[config.mk]
export PLATFORM = sky130hd
export DESIGN_NAME = alu_pipelined
export DESIGN_NICKNAME = d
export VERILOG_FILES = /design/src/rtl/alu_pipelined.sv
export SDC_FILE = /design/constraint.sdc
export NUM_CORES = 1
export LEC_CHECK = 0
export CAP_MARGIN = 20
export CORE_MARGIN = 2
export CORE_UTILIZATION = 35
export CTS_CLUSTER_DIAMETER = 150
export DETAILED_ROUTE_END_ITERATION = 8
export PLACE_DENSITY = 0.55
export SYNTH_ARGS = -nofsm -noshare
export SYNTH_HDL_FRONTEND = slang
export SYNTH_SLANG_ARGS = --single-unit
[constraint.sdc]
create_clock -name clk -period 7.95 [get_ports clk]
set_clock_uncertainty 0.1 [all_clocks]
set_input_delay 2.385 -clock clk [delete_from_list [all_inputs] [get_ports clk]]
set_output_delay 2.385 -clock clk [all_outputs]
set_load 0.01 [all_outputs]
[src/rtl/alu_pipelined.sv]
// Handshaked ALU: single-cycle ops return on the next edge, MUL runs a WIDTH-cycle shift-add loop.
// Result and flags are held in registers until the consumer takes them.
module alu_pipelined #(
    parameter int unsigned WIDTH = 32,
    parameter int unsigned SHW   = $clog2(WIDTH)
) (
    input  logic             clk,
    input  logic             rst,
    input  logic             InValid,
    output logic             InReady,
    input  logic [WIDTH-1:0] A,
    input  logic [WIDTH-1:0] B,
    input  logic [3:0]       ALUControl,
    output logic             OutValid,
    input  logic             OutReady,
    output logic [WIDTH-1:0] ALUResult,
    output logic             Carry,
    output logic             Zero,
    output logic             Negative,
    output logic             Overflow
);

    localparam logic [3:0] OpAdd = 4'd0;
    localparam logic [3:0] OpSub = 4'd1;
    localparam logic [3:0] OpAnd = 4'd2;
    localparam logic [3:0] OpOr  = 4'd3;
    localparam logic [3:0] OpXor = 4'd4;
    localparam logic [3:0] OpSlt = 4'd5;
    localparam logic [3:0] OpSll = 4'd6;
    localparam logic [3:0] OpSrl = 4'd7;
    localparam logic [3:0] OpSra = 4'd8;
    localparam logic [3:0] OpMul = 4'd9;

    typedef enum logic [1:0] {StIdle, StMul, StDone} state_e;

    state_e           state_q, state_d;
    logic [WIDTH-1:0] result_q, result_d;
    logic             carry_q, carry_d;
    logic             zero_q, zero_d;
    logic             neg_q, neg_d;
    logic             ovf_q, ovf_d;
    logic             out_valid_q, out_valid_d;
    logic [WIDTH-1:0] mcand_q, mcand_d;
    logic [WIDTH-1:0] mplier_q, mplier_d;
    logic [WIDTH-1:0] acc_q, acc_d;
    logic [SHW-1:0]   cnt_q, cnt_d;

    logic             accept;
    logic             is_sub;
    logic [WIDTH-1:0] b_add;
    logic [WIDTH:0]   sum;
    logic [SHW-1:0]   shamt;
    logic [WIDTH-1:0] alu_res;
    logic             alu_c;
    logic             alu_v;
    logic [WIDTH-1:0] acc_next;

    always_comb begin
        InReady = 1'b0;
        if (!rst) begin
            unique case (state_q)
                StIdle:  InReady = 1'b1;
                StDone:  InReady = OutReady;
                default: InReady = 1'b0;
            endcase
        end
    end

    assign accept = InValid && InReady;

    // SUB shares the adder as A + ~B + 1, so carry-out means "no borrow".
    always_comb begin
        is_sub  = (ALUControl == OpSub);
        b_add   = is_sub ? ~B : B;
        sum     = {1'b0, A} + {1'b0, b_add} + {{WIDTH{1'b0}}, is_sub};
        shamt   = B[SHW-1:0];
        alu_res = '0;
        alu_c   = 1'b0;
        alu_v   = 1'b0;
        case (ALUControl)
            OpAdd, OpSub: begin
                alu_res = sum[WIDTH-1:0];
                alu_c   = sum[WIDTH];
                alu_v   = (A[WIDTH-1] == b_add[WIDTH-1]) && (sum[WIDTH-1] != A[WIDTH-1]);
            end
            OpAnd:   alu_res = A & B;
            OpOr:    alu_res = A | B;
            OpXor:   alu_res = A ^ B;
            OpSlt:   alu_res = {{(WIDTH-1){1'b0}}, ($signed(A) < $signed(B))};
            OpSll:   alu_res = A << shamt;
            OpSrl:   alu_res = A >> shamt;
            OpSra:   alu_res = $signed(A) >>> shamt;
            default: alu_res = '0;
        endcase
    end

    assign acc_next = mplier_q[0] ? (acc_q + mcand_q) : acc_q;

    always_comb begin
        state_d     = state_q;
        result_d    = result_q;
        carry_d     = carry_q;
        zero_d      = zero_q;
        neg_d       = neg_q;
        ovf_d       = ovf_q;
        out_valid_d = out_valid_q;
        mcand_d     = mcand_q;
        mplier_d    = mplier_q;
        acc_d       = acc_q;
        cnt_d       = cnt_q;
        if (accept) begin
            if (ALUControl == OpMul) begin
                state_d     = StMul;
                out_valid_d = 1'b0;
                mcand_d     = A;
                mplier_d    = B;
                acc_d       = '0;
                cnt_d       = '0;
            end else begin
                state_d     = StDone;
                out_valid_d = 1'b1;
                result_d    = alu_res;
                carry_d     = alu_c;
                ovf_d       = alu_v;
                zero_d      = (alu_res == '0);
                neg_d       = alu_res[WIDTH-1];
            end
        end else if (state_q == StDone && OutReady) begin
            state_d     = StIdle;
            out_valid_d = 1'b0;
        end else if (state_q == StMul) begin
            acc_d    = acc_next;
            mcand_d  = mcand_q << 1;
            mplier_d = mplier_q >> 1;
            cnt_d    = cnt_q + 1'b1;
            if (cnt_q == SHW'(WIDTH - 1)) begin
                state_d     = StDone;
                out_valid_d = 1'b1;
                cnt_d       = '0;
                result_d    = acc_next;
                carry_d     = 1'b0;
                ovf_d       = 1'b0;
                zero_d      = (acc_next == '0);
                neg_d       = acc_next[WIDTH-1];
            end
        end
    end

    always_ff @(posedge clk) begin
        if (rst) begin
            state_q     <= StIdle;
            result_q    <= '0;
            carry_q     <= 1'b0;
            zero_q      <= 1'b0;
            neg_q       <= 1'b0;
            ovf_q       <= 1'b0;
            out_valid_q <= 1'b0;
            mcand_q     <= '0;
            mplier_q    <= '0;
            acc_q       <= '0;
            cnt_q       <= '0;
        end else begin
            state_q     <= state_d;
            result_q    <= result_d;
            carry_q     <= carry_d;
            zero_q      <= zero_d;
            neg_q       <= neg_d;
            ovf_q       <= ovf_d;
            out_valid_q <= out_valid_d;
            mcand_q     <= mcand_d;
            mplier_q    <= mplier_d;
            acc_q       <= acc_d;
            cnt_q       <= cnt_d;
        end
    end

    assign OutValid  = out_valid_q;
    assign ALUResult = result_q;
    assign Carry     = carry_q;
    assign Zero      = zero_q;
    assign Negative  = neg_q;
    assign Overflow  = ovf_q;

endmodule

Yosys cells after proc, flatten, opt, wreduce, memory -nomap -nowiden
Cells that the tools add are included.
{"block": "word_totals", "reg_bits": 140, "latchBits": 0, "ram_bits": 0, "romBits": 0, "output_inout_bits": 38, "wordCells": 111, "memories": 0}
{"block": "classes", "add_sub_neg": 4, "mul": 0, "div": 0, "n_lt_le_gt_ge": 1, "eq_ne": 17, "shifts": 3, "mux": 56, "bitwise": 4, "n_reduce_logical": 15}
{"operator": "32-bit two-way mux", "count": 19}
{"operator": "32-bit one-hot mux with 8 select lines", "count": 1}
{"operator": "32-bit zero test", "count": 2}
{"operator": "32-bit by 32-bit adder with 33-bit output", "count": 1}
{"operator": "33-bit by 1-bit adder with 33-bit output", "count": 1}
{"operator": "32-bit adder", "count": 1}
{"operator": "32-bit bitwise AND", "count": 1}
{"operator": "32-bit less-than comparator", "count": 1}
{"operator": "32-bit NOT", "count": 1}
{"operator": "32-bit OR", "count": 1}
{"operator": "32-bit by 5-bit left shift with 32-bit output", "count": 1}
{"operator": "32-bit by 5-bit right shift with 32-bit output", "count": 1}
{"operator": "32-bit by 5-bit >>> shifter with 32-bit output", "count": 1}
{"operator": "32-bit XOR", "count": 1}
{"operator": "1-bit two-way mux", "count": 25}
{"operator": "5-bit two-way mux", "count": 5}
{"operator": "4-bit by 3-bit == test with 1-bit output, second input constant", "count": 4}
{"operator": "2-bit two-way mux", "count": 5}
{"operator": "4-bit by 2-bit == test with 1-bit output, second input constant", "count": 2}
{"operator": "4-bit == test, second input constant", "count": 2}
{"operator": "3-bit nonzero test", "count": 2}
{"operator": "5-bit by 1-bit adder with 5-bit output, second input constant", "count": 1}
{"operator": "5-bit == test, second input constant", "count": 1}
{"operator": "4-bit by 1-bit == test with 1-bit output, second input constant", "count": 1}
{"operator": "15 further kinds", "count": 19}

Longest topological paths before layout
Gate-level depths: netlist of run 1.
{"block": "logic_depth", "word_depth": 9, "depth_mapped": 18, "mapped_depth_nobuf": 15}

Least setup slack after synthesis of run 1
Ideal clock, no wire load.
{"block": "synth_path", "kind": "input-to-reg", "start": "input ALUControl[2]", "end": "register zero_q (netlist: Zero)", "setup_ps": 96, "arrival_time_ps": 6874, "required_time_ps": 7754, "slack_ps": 881, "stages": 17, "path_cell_list": "clkbuf_1 -> nor4b_1 -> clkbuf_1 -> buf_1 -> mux2i_1 -> fa_1 -> nand3b_1 -> a2111oi_0 -> nor2_1 -> o31ai_1 -> xor2_1 -> a2111oi_0 -> nand4b_1 -> or4b_1 -> nor4_1 -> a22oi_2 -> o41ai_2"}
{"block": "synth_between", "elab_chain_cells": 8, "elab_cells_between_ends": 20, "classes_between": "add/sub: 2; eq/ne: 10; mux: 4; reduce/logical: 4"}
{"element": "start: declaration", "line_no": "13", "rtl": "input logic [3:0] ALUControl,"}
{"element": "4-bit by 1-bit == test with 1-bit output", "line_no": "73, 80"}
{"element": "32-bit two-way mux", "line_no": "74", "rtl": "b_add = is_sub ? ~B : B;"}
{"element": "32-bit by 32-bit adder with 33-bit output", "line_no": "75", "rtl": "sum = {1'b0, A} + {1'b0, b_add} + {{WIDTH{1'b0}}, is_sub};"}
{"element": "33-bit by 1-bit adder with 33-bit output", "line_no": "75"}
{"element": "32-bit one-hot mux with 8 select lines", "line_no": "80", "rtl": "case (ALUControl)"}
{"element": "32-bit zero test", "line_no": "125", "rtl": "zero_d = (alu_res == '0);"}
{"element": "1-bit two-way mux", "line_no": "112", "rtl": "if (ALUControl == OpMul) begin"}
{"element": "1-bit two-way mux", "line_no": "111", "rtl": "if (accept) begin"}
{"element": "end signal: assignment", "line_no": "166", "rtl": "zero_q <= zero_d;"}
{"element": "end: declaration", "line_no": "39", "rtl": "logic zero_q, zero_d;"}
Several ways; a longest one is shown, not always the timed one. The select of a mux whose other input is x is not followed.
A chain may end at the register's enable or synchronous reset.

Final worst setup path of run 1
Same ends and word-level chain as after synthesis.

==> impl_metrics.yaml, run 1 <==
outcome:
  outcome: "finished clean"
cells_and_area:
  num-fill-cells: 4923
  fin_util: 0.407
  syn_to_final_growth_pct: 14.0
  drive_gt1_frac: 0.104
  finalNetCount: 2542
sta:
  slew_headroom: 0.242
  fmax_ghz: 0.141
  tightestPinTransition_ns: 1.12
  maxSlewViolCount: 0
  final-hold-violation-count: 0
  fin_tns_setup_ns: 0
  setup_viol: 0
  rsz0062_at_grt: "no"
  fin_crit_ns: 7.11
  timing.final.crit_share: 0.894
routing:
  ant_nets: 0
  wire_per_inst_um: 27.8
  vias: 18900
  first_pass_iters: 8
  drc_errors: 0
  drt_iter0_markers: 2156
  wirelength_mm: 81.3
  vias_per_cell: 6.44
setup_path:
  critPathKind: "primary input to flop"
  r2r_setup_slack_ns: 3.36
  r2r-start: "mcand_q[0]$_SDFFE_PP0P_"
  cp-startpoint: "ALUControl[2]"
  crit_slowest_cell: "or4b_1"
  cp_slowest_stage_delay_ns: 0.59
  crit_required_ns: 8.25
  reg2reg_depth: 13
  crit_chain: "clkdlybuf4s50_1 -> nor4b_2 -> buf_4 -> xnor2_1 -> inv_1 -> fa_1 -> nand3b_1 -> a2111oi_0 -> buf_4 -> nor2_1 -> o31ai_1 -> xor2_1 -> a2111oi_0 -> buf_4 -> nand4b_1 -> or4b_1 -> nor4_1 -> a22oi_2 -> o41ai_2"
  worst_setup_path_start_kind: "primary input"
  crit_path_frequent_cell: "buf_4"
  r2r-end: "Zero$_SDFFE_PP0P_"
  critPathMaxFanout: 14
  arrival_ns: 7.41
  end_kind: "flop"
clocking:
  post_cts_buffers: 0
  cts.htree.levels: 4
  cts.sinks: 138
  path_clk_slew_ns: 0.07
  holdBufCountCts: 0
  post_cts_resized: 0
  insertion_delay_ns: 0.50
  cts_tree: "yes"
  numCtsBuffers: 17
  root_buffer: "clkbuf_16"
  clockBufferDepth: 2
grt:
  grt_use_total: 0.319
  grt_overflow: 0
  grt_pass1_vias: 17800
  grt_max_degree: 74
  grt_pass1_wl_mm: 119
  grt_antenna_before_repair: 6
placement:
  gp_congestion: 1.00
  portBuffers: 109
  dp_hpwl_mm: 62.2
floorplan:
  num_rows: 80
  die_area_um2: 50600
  start_util: 0.356
  dieHeight_um: 225
  core_um2: 47900
  fp.dieW_um: 225
  io_pins: 110
min_path:
  hold_path_depth: 2
  hp-class: "flop to flop"
  holdPathEnd: "ALUResult[29]$_SDFFE_PP0P_"
  min_from: "ALUResult[29]$_SDFFE_PP0P_"
synthesis:
  async_flop_share: 0
  syn_area_um2: 17100
  synth_edf_count: 0
  syn_avg_cell_area_um2: 7.53
  yosysUniqueCellTypes: 98
  syn_inst: 2271
  ys_ff_latch: 138
  synthFlopType: "dfxtp_1"
  synth_nets: 2514
  yosysSeqAreaShare: 0.162
  yosys_warnings: 0
pwr:
  leakagePower_nw: 7.63
  powerDensity_nw_per_um2: 134
  vdd_drop_max_mv: 0.159
job:
  drv_cap: 0
cells by family after synthesis:
group / after synthesis / share of synthesized area
flops: 138 / 0.162
xor+xnor: 72 / 0.0369
fa+ha+maj: 171 / 0.126
simple gates: 778 / 0.205
buf+inv: 287 / 0.0670
compound gates: 657 / 0.267
mux: 168 / 0.137
sequential cells by signal, indices dropped and copies added, names as in the netlist:
| signal | cells |
|---|---|
| Carry | 1 |
| mcand_q | 32 |
| acc_q | 32 |
| cnt_q | 5 |
| mplier_q | 32 |
| state_q | 2 |
| ALUResult | 32 |
| Zero | 1 |
| Overflow | 1 |
where the power goes:
group | total [W] | internal (W) | leakage, nW | switching [W]
Combinational | 0.00104 | 0.000374 | 6.23 | 0.000664
Clock | 0.000817 | 0.000466 | 0.280 | 0.000351
Sequential | 0.000751 | 0.000725 | 1.12 | 0.0000261
Total | 0.00261 | 0.00157 | 7.63 | 0.00104
metal layers:
layer | part of all wire | up-vias | GRT usage
met5 | 0.00068 | - | 0
met4 | 0.042 | 8 | 0.142
met3 | 0.088 | 193 | 0.0757
met2 | 0.45 | 1011 | 0.499
met1 | 0.42 | 9148 | 0.418
li1 | - | 8493 | -
cells in the mapped netlist, types with 18 or more instances:
cell      count  area [um^2]
mux4_2       48         1080
nand2_1     316         1190
a31oi_1      31          194
a221oi_1     21          184
nand3_1      52          260
mux2_2       31          349
a22oi_1      29          218
buf_1        19         71.3
o21ai_0      79          395
ha_1        169         2110
nor2_1      229          860
o22ai_1      18          113
a21o_1       28          210
a21oi_1     165          826
a211oi_1     30          225
a311oi_1     66          578
xnor2_1      56          490
nor3_1       34          170
inv_1        97          364
mux2i_1      82          821
dfxtp_1     138         2760
o211ai_1     38          285
clkbuf_1    142          533
nand4_1      20          125
how the worst max path moves through the flow:
stage | slack (ns) | to
final | 0.84 | Zero$_SDFFE_PP0P_
after global routing | 0.26 | Zero$_SDFFE_PP0P_
after CTS | 0.85 | Zero$_SDFFE_PP0P_
after detailed placement | 0.35 | Zero$_SDFFE_PP0P_
after global placement | 0.32 | Zero$_SDFFE_PP0P_
after floorplan | 0.88 | Zero$_SDFFE_PP0P_
layout by cell type (no fill, tap or decap), types with 38 or more instances in the layout:
cell type          n
nand2_1          315
o211ai_1          38
inv_1             97
dfxtp_1          137
clkdlybuf4s50_1  104
buf_4             84
nand3_1           52
xnor2_1           56
nor2_1           228
o21ai_0           79
a311oi_1          66
mux4_2            48
a21oi_1          165
ha_1             169
mux2i_1           82
worst max-delay path: cells and delay by family:
family	cells	cell delay, ns
xor gates and xnor gates	2	0.30
and+or+nand+nor	6	1.73
adders and majority gates	1	0.40
buffers and inverters	5	1.25
AOI/OAI and AO/OA	5	1.32
metrics by stage:
stage               cell area, um^2  hold WS, ns  instances  power [W]  setup slack (ns)
floorplan                     17100        0.346       2271    0.00140             0.881
global placement              18900        0.341       2894    0.00177             0.317
detailed placement            18900        0.343       2894    0.00177             0.354
CTS                           19500        0.352       2925    0.00260             0.849
global route                  19500        0.373       2927    0.00272             0.265
finish                        19500        0.350       2927    0.00261             0.843
final cells by class:
cell class	instances	area [um^2]	area share
clock buffers	20	447	0.0229
inverters	102	383	0.0196
diodes	1	2.50	0.000128
multi-input cells	1846	13300	0.680
well taps	615	769	0.0395
flip-flops and latches	138	2760	0.142
clock inverters	11	123	0.00629
repair buffers	194	1750	0.0897
Note: power is estimated with default switching activity, not from simulation.
==> run 2, diff against run 1 <==
Settings changed: CTS_CLUSTER_DIAMETER 150 to 100, HOLD_SLACK_MARGIN set to 0.02.
==> results of run 2 <==
The final DEF is identical to that of run 1; final timing and power are the same.
